==> config.mk <==
export PLATFORM = sky130hd
export DESIGN_NAME = keypad_emu
export DESIGN_NICKNAME = d
export VERILOG_FILES = /design/src/rtl/keypad_emu.sv
export SDC_FILE = /design/constraint.sdc
export NUM_CORES = 1
export LEC_CHECK = 0
export CAP_MARGIN = 40
export CORE_MARGIN = 1
export CORE_UTILIZATION = 45
export DETAILED_ROUTE_END_ITERATION = 12
export DONT_BUFFER_PORTS = 1
export GPL_TIMING_DRIVEN = 0
export MAX_ROUTING_LAYER = met4
export PLACE_DENSITY_LB_ADDON = 0.1
export SYNTH_ARGS = -nofsm -noshare
export SYNTH_HDL_FRONTEND = slang
export SYNTH_SLANG_ARGS = --single-unit
==> constraint.sdc <==
create_clock -name clk -period 2.35 [get_ports clk]
set_clock_uncertainty 0.1 [all_clocks]
set_input_delay 0.47 -clock clk [delete_from_list [all_inputs] [get_ports clk]]
set_output_delay 0.47 -clock clk [all_outputs]
set_load 0.05 [all_outputs]
==> src/rtl/keypad_emu.sv <==
// keypad_emu: 4x3 keypad matrix emulator with LFSR contact bounce.
// Ports: clk, rst_n, col[2:0] (in, active low), press_req, release_req,
//        key_code[3:0] (in); row[3:0] (out, active low), busy, pressed,
//        code_err (out).
module keypad_emu #(
    parameter int unsigned BOUNCE_CYC = 500,
    parameter logic [15:0] SEED       = 16'hACE1
) (
    input  logic       clk,
    input  logic       rst_n,
    input  logic [2:0] col,
    input  logic       press_req,
    input  logic       release_req,
    input  logic [3:0] key_code,
    output logic [3:0] row,
    output logic       busy,
    output logic       pressed,
    output logic       code_err
);

    localparam logic [15:0] RELOAD = 16'(BOUNCE_CYC - 1);

    typedef enum logic [1:0] {
        IDLE,
        BOUNCE_IN,
        HOLD,
        BOUNCE_OUT
    } state_t;

    state_t      state;
    logic [15:0] cnt;
    logic [15:0] lfsr;
    logic        contact;
    logic        pending;
    logic [1:0]  r_key;
    logic [1:0]  c_key;

    logic        fb;
    logic        bounce_tgl;
    logic        key_ok;
    logic [1:0]  kr;
    logic [1:0]  kc;
    logic        col_hit;
    logic [3:0]  row_nxt;

    assign fb         = lfsr[15] ^ lfsr[13] ^ lfsr[12] ^ lfsr[10];
    assign bounce_tgl = (lfsr[3:0] == 4'd0);

    // key_code -> (row, column) = (code/3, code%3)
    always_comb begin
        key_ok = 1'b1;
        kr     = 2'd0;
        kc     = 2'd0;
        unique case (key_code)
            4'd0:  begin kr = 2'd0; kc = 2'd0; end
            4'd1:  begin kr = 2'd0; kc = 2'd1; end
            4'd2:  begin kr = 2'd0; kc = 2'd2; end
            4'd3:  begin kr = 2'd1; kc = 2'd0; end
            4'd4:  begin kr = 2'd1; kc = 2'd1; end
            4'd5:  begin kr = 2'd1; kc = 2'd2; end
            4'd6:  begin kr = 2'd2; kc = 2'd0; end
            4'd7:  begin kr = 2'd2; kc = 2'd1; end
            4'd8:  begin kr = 2'd2; kc = 2'd2; end
            4'd9:  begin kr = 2'd3; kc = 2'd0; end
            4'd10: begin kr = 2'd3; kc = 2'd1; end
            4'd11: begin kr = 2'd3; kc = 2'd2; end
            default: key_ok = 1'b0;
        endcase
    end

    // Only the latched column matters; other strobes are don't-care.
    always_comb begin
        col_hit = 1'b0;
        unique case (c_key)
            2'd0:    col_hit = ~col[0];
            2'd1:    col_hit = ~col[1];
            2'd2:    col_hit = ~col[2];
            default: col_hit = 1'b0;
        endcase
    end

    always_comb begin
        row_nxt = 4'b1111;
        if (contact && col_hit)
            row_nxt[r_key] = 1'b0;
    end

    always_ff @(posedge clk or negedge rst_n) begin
        if (!rst_n) begin
            state    <= IDLE;
            cnt      <= 16'd0;
            lfsr     <= SEED;
            contact  <= 1'b0;
            pending  <= 1'b0;
            r_key    <= 2'd0;
            c_key    <= 2'd0;
            row      <= 4'b1111;
            busy     <= 1'b0;
            pressed  <= 1'b0;
            code_err <= 1'b0;
        end else begin
            lfsr     <= {lfsr[14:0], fb};
            row      <= row_nxt;
            code_err <= 1'b0;
            unique case (state)
                IDLE: begin
                    if (press_req) begin
                        if (key_ok) begin
                            r_key   <= kr;
                            c_key   <= kc;
                            cnt     <= RELOAD;
                            pending <= 1'b0;
                            busy    <= 1'b1;
                            state   <= BOUNCE_IN;
                        end else begin
                            code_err <= 1'b1;
                        end
                    end
                end
                BOUNCE_IN: begin
                    if (release_req)
                        pending <= 1'b1;
                    if (cnt == 16'd0) begin
                        contact <= 1'b1;
                        if (pending || release_req) begin
                            cnt     <= RELOAD;
                            pending <= 1'b0;
                            state   <= BOUNCE_OUT;
                        end else begin
                            pressed <= 1'b1;
                            state   <= HOLD;
                        end
                    end else begin
                        cnt <= cnt - 16'd1;
                        if (bounce_tgl)
                            contact <= ~contact;
                    end
                end
                HOLD: begin
                    if (release_req) begin
                        cnt     <= RELOAD;
                        pressed <= 1'b0;
                        state   <= BOUNCE_OUT;
                    end
                end
                BOUNCE_OUT: begin
                    if (cnt == 16'd0) begin
                        contact <= 1'b0;
                        busy    <= 1'b0;
                        state   <= IDLE;
                    end else begin
                        cnt <= cnt - 16'd1;
                        if (bounce_tgl)
                            contact <= ~contact;
                    end
                end
                default: state <= IDLE;
            endcase
        end
    end

endmodule

==> out/qor.txt <==
status: complete, no violations
CP required: 2.43 ns
#FFs+latches synth: 47
via count: 1653
drt initial violations: 89
Power Total: 0.00145 W
top_reg_cell synth: dfrtp_1
adder-cell share of the synthesized area: 0.0281
Max Fclk: 0.438 GHz
largest net degree at the start of global routing: 48
final non-filler cell total: 298
crit-path max FO: 7
top post-synthesis cells by area: dfrtp_1, dfstp_2, o21ai_0
Slew headroom: 0.535
final hold vios: 0
average via count per standard cell: 5.55
GPL Wtd Cong: 0.861
crit-path cells: or4_4 -> or2_4 -> o41a_1 -> nand2_2 -> o311ai_1
Setup TNS: 0 ns
XOR/XNOR Fraction of Synth Area: 0.0275
design area: 0.00260 mm2
total of max-cap violations: 0
chip height: 72.4 um
slowest stage delay, CP: 0.56 ns
# DRC: 0
WL/cell: 15.3 um
Synth Area per Inst: 10.5 um2
Lkg Pwr: 1.11 nW
fraction of registers with async set/reset: 1.00
Fillers: 433
CORE AREA: 0.00475 mm2
synth unique cells: 53
first-pass GRT wire length: 7810 um
syn_nets: 229
Horiz. Die Dim: 72.4 um
Placed Area: 0.00231 mm2
worst hold-check path type: in2reg
initial antenna violation count: 0
port buffer count: 0
Worst R2R Setup Slack: 0.07 ns
Synth Area in Simple Gates: 0.187
row count: 25
Tcrit/Tclk final: 0.971
Routed Antenna Nets: 0
Min Clock Period, post-route: 2.28 ns
RSZ-0062 raised after global routing: true
Max clock buf depth: 2
Seq/Total Area, Yosys: 0.535
Placed Cells: 280
Finish-stage setup viols: 0
die area: 0.00523 mm2
total congestion overflow: 0
Area Overhead vs Synth: 16.7%
final WL: 4560 um
DRT Pass-1 Iters: 4
Ant. Diodes: 0
Post-synth EDFFs: 0
Synth Warn #: 0
H-tree levels: 2
CTS sink count: 47
Post-Syn Instances: 213
commonest cells in the netlist: dfrtp_1, o21ai_0, nand2_1
slowest stage cell, crit path: or4_4
share of cells above drive strength 1: 0.229
Total Routing Usage GR: 0.201
Synth top area share: 0.393
vias in the first global route: 1659
largest area contributor in the netlist: dfrtp_1
PwrDens: 559 mW/mm2
IO Count: 18
peak supply drop: 322 uV
worst endpoint data arrival time: 2.36 ns
CP Capture Type: flop
post-synthesis mux area share: 0.00955
Synth Area in Compound Gates: 0.186
largest family of logic cells by synthesized area: simple AND/OR/NAND/NOR gates
Worst-Skew Late Latency: 0.30 ns
synthesized area: 0.00223 mm2
Slew Limit Fails: 0
CTS tree: built
NumNets Final: 246
Root Driver: clkbuf_8
worst-margin pin slew: 0.697 ns
Initial Utilization: 0.468
cell with the most instances after synthesis: dfrtp_1
Worst-path clk slew: 0.09 ns
HPWL after DPL: 3040 um
worst setup path category: reg2reg
CP startpoint kind: flop
TritonCTS Buffers: 5
==> state kept, by name (all words and copies together), names as in the netlist <==
name and count:
lfsr 16, c_key 2, row 4, cnt 16
contact 1, pressed 1, busy 1, r_key 2
code_err 1, pending 1, state 2
==> placed cells by master (no fill, tap or decap), types with 3 or more instances in the layout <==
| master | instances |
|---|---|
| dfrtp_1 | 34 |
| o21ai_0 | 20 |
| nand2_1 | 19 |
| nor2_1 | 14 |
| a21oi_1 | 14 |
| dfstp_2 | 12 |
| inv_1 | 10 |
| buf_4 | 9 |
| nor3_1 | 8 |
| nand3_1 | 6 |
| xnor2_1 | 5 |
| clkbuf_8 | 5 |
| nor2b_1 | 4 |
| clkbuf_1 | 4 |
| ha_1 | 4 |
| or4_1 | 3 |
==> layer usage <==
metal,global-route usage,wire [um],share of wire
met2,0.334,2250,0.49
met4,0.0763,79,0.017
met1,0.241,2070,0.45
met5,-,0,0
met3,0.0417,162,0.036
==> logic make-up (layout without fill, tap and decap cells) <==
kind of cell,after synthesis,after routing
AO/OA/AOI/OAI,60,60
XOR/XNOR,7,7
adder cells (fa/ha/maj),5,5
buffers and inverters,16,34
flip-flops,47,47
multiplexers,2,2
AND/OR/NAND/NOR,76,76
==> final cells by class <==
type | instances | area (um2) | area share
buffer | 5 | 20.0 | 0.00770
clock buffer | 5 | 68.8 | 0.0265
clock inverter | 3 | 46.3 | 0.0178
inverter | 10 | 37.5 | 0.0144
multi-input combinational | 150 | 1050 | 0.402
sequential | 47 | 1190 | 0.459
tap | 67 | 83.8 | 0.0322
timing repair buffer | 11 | 105 | 0.0404
==> per-stage QoR <==
step                      utilization  setup slack, ns  hold WS (ns)
after floorplan                     -           0.0944        0.0744
after global placement          0.486           -0.367        0.0753
after detailed placement        0.486           -0.345        0.0755
after CTS                       0.529           0.0209         0.220
after global routing            0.547         -0.00508         0.261
final                           0.547           0.0689         0.236
==> path summary, 6_finish.rpt <==
path | end | start | cells after the start
max in group asynchronous | row[3] | rst_n | 2
max | cnt[13] | cnt[8] | 5
min | code_err | press_req | 2
min in group asynchronous | c_key[0] | rst_n | 2
min reg2reg | lfsr[15] | lfsr[14] | 0
max reg2reg | cnt[13] | cnt[8] | 5
==> worst max-delay path, delay by kind of cell, from the launching register on <==
kind	cells	cell delay, ns
AO/OA/AOI/OAI	2	0.61
flip-flops	1	0.42
AND/OR/NAND/NOR	3	1.02
==> timing repair <==
item	4_1_cts	5_1_grt
pin swaps	3	5
hold buffers	2	0
setup buffers	3	6
hold endpoints to repair	47	0
endpoints found under the setup margin	19	12
resized for setup	8	9
==> power by group <==
group	internal, W	total, W	switching [W]
registers	0.000809	0.000809	0
logic	0.0000164	0.0000452	0.0000288
clock network	0.000320	0.000600	0.000280
(Power assumes the default switching activity.)
